[config.mk]
export PLATFORM = sky130hd
export DESIGN_NAME = wf_speed_sample_scheduler
export DESIGN_NICKNAME = d
export VERILOG_FILES = /design/src/rtl/wf_ctrl_pkg.sv /design/src/rtl/tick_divider.sv /design/src/rtl/wf_speed_sample_scheduler.sv
export SDC_FILE = /design/constraint.sdc
export NUM_CORES = 1
export LEC_CHECK = 0
export ABC_AREA = 1
export CAP_MARGIN = 20
export CORE_MARGIN = 2
export CORE_UTILIZATION = 50
export CTS_CLUSTER_DIAMETER = 120
export DETAILED_ROUTE_END_ITERATION = 6
export PLACE_DENSITY_LB_ADDON = 0.1
export SYNTH_ARGS = -nofsm -noshare
export SYNTH_HDL_FRONTEND = slang
export SYNTH_SLANG_ARGS = --single-unit
export TNS_END_PERCENT = 10
[constraint.sdc]
create_clock -name clk_in -period 4.45 [get_ports clk_in]
set_input_delay 0.89 -clock clk_in [delete_from_list [all_inputs] [get_ports clk_in]]
set_output_delay 0.89 -clock clk_in [all_outputs]
set_load 0.1 [all_outputs]
[src/rtl/wf_ctrl_pkg.sv]
// Shared constants and types for the wall-follower speed-loop control blocks.
package wf_ctrl_pkg;

    localparam int RPM_W = 10;

    localparam logic CH_LEFT  = 1'b0;
    localparam logic CH_RIGHT = 1'b1;

    typedef enum logic [2:0] {
        IDLE,
        WAIT_RPM,
        REQ_L,
        GAP,
        REQ_R
    } sched_state_t;

endpackage

[src/rtl/tick_divider.sv]
// Modulo-N counter with enable and synchronous clear; pulses tc_out on the
// enabled cycle in which the count wraps from N-1 back to 0.
module tick_divider #(
    parameter int N = 4
) (
    input  logic clk_in,
    input  logic reset_in,
    input  logic clear_in,
    input  logic en_in,
    output logic tc_out
);

    localparam int W = (N > 1) ? $clog2(N) : 1;
    localparam logic [W-1:0] LAST = W'(N - 1);

    logic [W-1:0] count;

    always_ff @(posedge clk_in) begin
        if (reset_in || clear_in) begin
            count <= '0;
        end else if (en_in) begin
            count <= (count == LAST) ? '0 : count + W'(1);
        end
    end

    assign tc_out = en_in && (count == LAST);

endmodule

[src/rtl/wf_speed_sample_scheduler.sv]
// Speed-loop sequencer: tach clock enable, 50 ms sample windows, and the
// left-then-right hand-off of captured RPMs to the shared PID engine.
module wf_speed_sample_scheduler #(
    parameter int CLK_DIV      = 12500,
    parameter int WINDOW_TICKS = 500,
    parameter int ACK_TIMEOUT  = 1024,
    parameter int RPM_W        = wf_ctrl_pkg::RPM_W
) (
    input  logic             clk_in,
    input  logic             reset_in,
    input  logic             enable_in,
    output logic             clk_en_out,
    output logic             window_done_out,
    input  logic [RPM_W-1:0] rpm_left_in,
    input  logic [RPM_W-1:0] rpm_right_in,
    output logic             pid_req_out,
    output logic             pid_ch_out,
    output logic [RPM_W-1:0] pid_rpm_out,
    input  logic             pid_ack_in,
    output logic             busy_out,
    output logic             overrun_err_out,
    output logic             timeout_err_out,
    input  logic             clear_err_in
);

    import wf_ctrl_pkg::*;

    localparam int TW = (ACK_TIMEOUT > 1) ? $clog2(ACK_TIMEOUT) : 1;
    localparam logic [TW-1:0] TIMER_LAST = TW'(ACK_TIMEOUT - 1);

    sched_state_t     state;
    logic [TW-1:0]    timer;
    logic [RPM_W-1:0] rpm_left_q;
    logic [RPM_W-1:0] rpm_right_q;
    logic             in_req;
    logic             expired;
    logic             req_done;

    // Dropping enable clears both counters so they restart aligned to a fresh window.
    tick_divider #(.N(CLK_DIV)) u_prescaler (
        .clk_in   (clk_in),
        .reset_in (reset_in),
        .clear_in (!enable_in),
        .en_in    (enable_in),
        .tc_out   (clk_en_out)
    );

    tick_divider #(.N(WINDOW_TICKS)) u_window (
        .clk_in   (clk_in),
        .reset_in (reset_in),
        .clear_in (!enable_in),
        .en_in    (clk_en_out),
        .tc_out   (window_done_out)
    );

    assign in_req   = (state == REQ_L) || (state == REQ_R);
    assign expired  = in_req && (timer == TIMER_LAST);
    assign req_done = in_req && (pid_ack_in || expired);

    always_ff @(posedge clk_in) begin
        if (reset_in) begin
            state           <= IDLE;
            timer           <= '0;
            rpm_left_q      <= '0;
            rpm_right_q     <= '0;
            overrun_err_out <= 1'b0;
            timeout_err_out <= 1'b0;
        end else begin
            if (in_req) begin
                timer <= timer + TW'(1);
            end
            case (state)
                IDLE: begin
                    if (window_done_out) state <= WAIT_RPM;
                end
                // Tach RPM settles one cycle after the window edge, so sample here.
                WAIT_RPM: begin
                    rpm_left_q  <= rpm_left_in;
                    rpm_right_q <= rpm_right_in;
                    timer       <= '0;
                    state       <= REQ_L;
                end
                REQ_L: begin
                    if (req_done) state <= GAP;
                end
                GAP: begin
                    timer <= '0;
                    state <= REQ_R;
                end
                REQ_R: begin
                    if (req_done) state <= IDLE;
                end
                default: state <= IDLE;
            endcase
            overrun_err_out <= (window_done_out && (state != IDLE)) ||
                               (overrun_err_out && !clear_err_in);
            timeout_err_out <= (expired && !pid_ack_in) ||
                               (timeout_err_out && !clear_err_in);
        end
    end

    assign busy_out    = (state != IDLE);
    assign pid_req_out = in_req;
    assign pid_ch_out  = (state == REQ_R) ? CH_RIGHT : CH_LEFT;
    assign pid_rpm_out = (state == REQ_L) ? rpm_left_q  :
                         (state == REQ_R) ? rpm_right_q : '0;

endmodule

---- Word level (Yosys, flattened, before mapping) ----
Cells that the tools add are included.
word-level totals
  word-level logic and storage cells ...... 50
  latch bits .............................. 0
  RAM bits ................................ 0
  ROM bits ................................ 0
  memories kept ........................... 0
  output and inout port bits .............. 17
  register bits ........................... 58
cells by class
  $lt $le $gt $ge ......................... 0
  $mul .................................... 0
  shift operators ......................... 0
  eq/ne operators ......................... 10
  multiplexer cells ....................... 9
  bitwise operators ....................... 0
  div/mod/pow operators ................... 0
  add/sub/neg operators ................... 3
  reduce and logical (&&, ||, !) cells .... 20
operator list
  operator               count
  $mux 10                2
  $pmux 3 s5             1
  $add 14x1->14 const B  1
  $eq 14x14->1 const B   1
  $mux 14                1
  $add 10x1->10 const B  1
  $eq 10x10->1 const B   1
  $add 9x1->9 const B    1
  $eq 9x9->1 const B     1
  $mux 3                 3
  $mux 9                 1
  $logic_and 1x1->1      8
  $eq 3x2->1 const B     2
  $ne 2x2->1 const B     3
  $logic_or 1x1->1       5
  $eq 3x1->1 const B     1
  $eq 3x3->1 const B     1
  $logic_not 1->1        3
  $logic_not 3->1        1
  $reduce_and 3->1       1
  $reduce_bool 3->1      1
  $reduce_or 3->1        1
  $mux 1                 1

---- Depth between registers and ports, before layout ----
  word-level depth ........................ 7
  mapped depth ............................ 11
  depth with buffers taken out ............ 10

---- Cells and area by module ----
Synthesis repeated with hierarchy kept, for this count alone.
unflattened totals
  cells, all modules ...................... 399
  area total of the unflattened synthesis .. 2854.0 um^2
modules (own cells, without submodules)
  module                       cells an instance  area an instance (um^2)  instances  sequential area each (um^2)
  wf_speed_sample_scheduler    217                1600.3                   1          700.7
  tick_divider at u_prescaler  113                782.0                    1          280.3
  tick_divider at u_window     69                 471.7                    1          180.2

---- Least setup slack after synthesis ----
No wires, ideal clock.
  kind .................................... register -> output
  from .................................... reg state[2]
  to ...................................... out pid_rpm_out[0]
  path slack .............................. 1558 ps
  path buffers ............................ 1
  arrival ................................. 2002 ps
  cell stages (with the launch flop) ...... 5
  required time ........................... 3560 ps
  path through ............................ dfxtp_1 nand3_1 inv_1 buf_2 a32o_1
on the way
  cells in the longest elaborated chain, start to end .. 3
RTL lines
  what                    RTL line                          RTL
  from (decl)             wf_speed_sample_scheduler.sv:31   sched_state_t state;
  from (signal assigned)  wf_speed_sample_scheduler.sv:62   state <= IDLE;
  from (signal assigned)  wf_speed_sample_scheduler.sv:74   if (window_done_out) state <= WAIT_RPM;
  from (signal assigned)  wf_speed_sample_scheduler.sv:81   state <= REQ_L;
  $eq 3x3->1              wf_speed_sample_scheduler.sv:106  (state == REQ_R) ? rpm_right_q : '0;
  $mux 10                 wf_speed_sample_scheduler.sv:106
  $mux 10 *               wf_speed_sample_scheduler.sv:105  assign pid_rpm_out = (state == REQ_L) ? rpm_left_q :
  to (decl)               wf_speed_sample_scheduler.sv:18   output logic [RPM_W-1:0] pid_rpm_out,
Every way passes the cells marked *; elsewhere a longest branch is shown, timed or not.

---- Worst setup path after layout ----
  from .................................... reg state[1]
  to ...................................... out pid_rpm_out[8]
The elaborated chain is that of the path after synthesis.

==> summary.md <==
| Metric | Value |
|---|---|
| Die Width | `80.1 um` |
| Status | `finished clean` |
| Synth warnings | `0` |
| Final Slew Violations | `0` |
| Register bit total from synthesis | `58` |
| CP cell instances | `inv_2, nand3_1, inv_1, a32o_1, clkdlybuf4s50_1` |
| DRC errors left | `0` |
| Synth unique cells | `30` |
| Chip height | `80.1 um` |
| Initial Util | `52.3%` |
| Clk sinks | `58` |
| FF-to-FF path depth | `8` |
| Synthesized area | `2900 um2` |
| Fraction of layout cells with a size suffix above 1 | `10.2%` |
| CP endpoint kind | `output port` |
| GRT Total Usage | `20.6%` |
| Final Critical Period | `3.60 ns` |
| PortBufs | `41` |
| Largest incremental delay on the critical path | `1.14 ns` |
| Cts repair resizes | `0` |
| DR vias | `2713` |
| Gp weighted congestion | `0.856` |
| Worst Max-Slew Pin Slew | `0.982 ns` |
| First-pass GRT wire length | `10.3 mm` |
| IO Pins | `42` |
| Antenna-violating nets left | `0` |
| Area Growth Syn to Fin | `21.7%` |
| Final period util | `80.8%` |
| Routed wire length | `6.35 mm` |
| CP Data Arrival Time | `2.71 ns` |
| Number of global-route vias before repair | `2325` |
| Reg area | `1160 um2` |
| RSZ-0062 raised after global routing | `false` |
| Setup violations, final | `0` |
| WHS Path Cells | `1` |
| Reg2reg start | `state[2]` |
| Critical Path Start Type | `flop` |
| End of the worst hold path | `u_prescaler.count[0]` |
| Mapped Nets | `451` |
| 1st-pass router iterations | `4` |
| CTS clk-pin slew, worst paths | `0.06 ns` |
| Area of the multi-input gates | `1490 um2` |
| Row count | `27` |
| H-tree depth | `3` |
| Slew Limit Headroom | `34.3%` |
| PD cells | `313 nW/um2` |
| Leakage | `0.00136 uW` |
| Core Area | `5540 um2` |
| Routed vias/inst | `5.01` |
| Fillers | `511` |
| Crit path max fanout | `14` |
| Largest net degree at the start of global routing | `22` |
| Avg Cell Area, Syn | `6.84 um2` |
| Worst-Skew Late Latency | `0.33 ns` |
| Total power | `1100 uW` |
| Layout Nets | `494` |
| Die area | `6420 um2` |
| Root Buffer | `clkbuf_8` |
| Initial DRC Count | `124` |
| Post-CTS Hold Fix Bufs | `0` |
| Peak supply drop | `0.181 mV` |
| Worst R2R End | `state[2]` |
| CTS tree | `yes` |
| Worst hold path type | `flop to flop` |
| Sequential fraction of the synthesis area | `40.1%` |
| Worst path slowest cell | `clkdlybuf4s50_1` |
| Final Hold Vio Count | `0` |
| Antenna violations before repair | `0` |
| Post-CTS Setup Repair Bufs | `0` |
| Flop2flop setup slack | `2.74 ns` |
| Max-Cap Viols | `0` |
| WL/cell | `11.7 um` |
| # diodes | `0` |
| Global route overflow | `0` |
| HP Start | `u_prescaler.count[0]` |
| Setup TNS | `0 ns` |
| Worst Skew | `0.00509 ns` |
| Fin util | `63.6%` |
| Syn Inst Count | `423` |
| Worst EP required | `3.56 ns` |
| Clk buf depth | `2` |
| Dpl hpwl | `4.70 mm` |
| Cts bufs inserted | `9` |
| CP Class | `flop to output port` |
| Max frequency | `278 MHz` |
## metrics by stage
| stage | setup slack, ns | cells | hold slack, ns | area (um2) |
|---|---|---|---|---|
| floorplan | 1.56 | 423 | 0.418 | 2900 |
| global placement | 1.27 | 527 | 0.433 | 3350 |
| detailed placement | 1.21 | 527 | 0.440 | 3350 |
| CTS | 0.850 | 542 | 0.456 | 3520 |
| global route | 0.730 | 542 | 0.468 | 3520 |
| finish | 0.853 | 542 | 0.449 | 3520 |
## per-layer routing
layer / track usage (%) / vias up / wire, um
li1: - / 1441 / -
met1: 27.8 / 1218 / 3150
met2: 31.7 / 48 / 2820
met3: 7.19 / 6 / 313
met4: 5.08 / 0 / 59
met5: 0 / - / 0
## placed cells by master, fill, tap and decap left out, drive strengths merged
cell and count:
nand3 23, inv 52, clkinv 3, and3 1
nand4 5, nand2 124, ha 3, clkbuf 12
dfxtp 58, nor3 10, and2 1, buf 4
or2 2, xnor2 2, clkdlybuf4s50 39, a32o 10
nand3b 1, xor2 3, nor2 63, a21oi 45
o21ai 9
## worst max-delay path: cells and delay by family (launching register included)
family                 cells  cell delay [ns]
and+or+nand+nor            1             0.16
DFF                        1             0.46
AOI/OAI and AO/OA          1             0.18
buffers and inverters      3             1.58
## logic make-up (layout without fill, tap and decap cells)
kind of cell	Yosys count	in the layout	synth area share (%)
AO/OA/AOI/OAI	64	64	12.8
flip-flops	58	58	40.1
buffers and inverters	63	110	8.56
adder cells (fa/ha/maj)	3	3	1.30
XOR/XNOR	5	5	1.51
AND/OR/NAND/NOR	230	230	35.7
## synth_stat cells
master	number	area [um2]
and2_1	1	6.26
nor2_2	7	43.8
nor2_4	4	45.0
or2_2	1	6.26
nand2_1	120	450
buf_6	1	11.3
nand3_1	22	110
nor3_2	2	20.0
nor2_1	51	191
inv_2	10	37.5
nand3_2	1	10.0
nand2_4	3	33.8
nor3_1	8	40.0
and3_1	1	6.26
nand2_2	1	6.26
o21ai_1	7	35.0
xnor2_1	2	17.5
dfxtp_1	58	1160
nand3b_1	1	7.51
xor2_1	3	26.3
buf_2	3	15.0
nor2_8	1	20.0
nand4_1	5	31.3
o21ai_0	2	10.0
clkbuf_1	7	26.3
a32o_1	10	100
ha_1	3	37.5
a21oi_1	45	225
or2_1	1	6.26
inv_1	42	158
## report_power, final
part           internal, uW  leakage, uW  switching (uW)
Sequential              536     0.000468            15.2
Clock                   226    0.0000920             193
Combinational          45.6     0.000800            88.2
Total                   808      0.00136             296
## sequential cells by signal, summed over array words and instances (netlist names)
| name | cells |
|---|---|
| u_prescaler.count | 14 |
| rpm_left_q | 10 |
| rpm_right_q | 10 |
| timer | 10 |
| u_window.count | 9 |
| state | 3 |
| overrun_err_out | 1 |
| timeout_err_out | 1 |
## worst max-delay path by stage
stage / startpoint / end / slack, ns / cells after the start
2_1_floorplan: state[2] / pid_rpm_out[0] / 1.56 / 4
3_3_place_gp: state[1] / pid_rpm_out[9] / 1.27 / 5
3_5_place_dp: state[1] / pid_rpm_out[8] / 1.21 / 5
4_1_cts: state[1] / pid_rpm_out[8] / 0.85 / 5
5_1_grt: state[1] / pid_rpm_out[7] / 0.73 / 5
6_report: state[1] / pid_rpm_out[8] / 0.85 / 5
## final cells by class
class / instances / area share (%)
inverter: 52 / 5.54
clock buffer: 12 / 4.40
multi-input combinational: 302 / 42.2
tap: 72 / 2.56
timing repair buffer: 43 / 11.9
sequential: 58 / 33.0
clock inverter: 3 / 0.426
No activity file was read; power rests on OpenSTA's default activity.
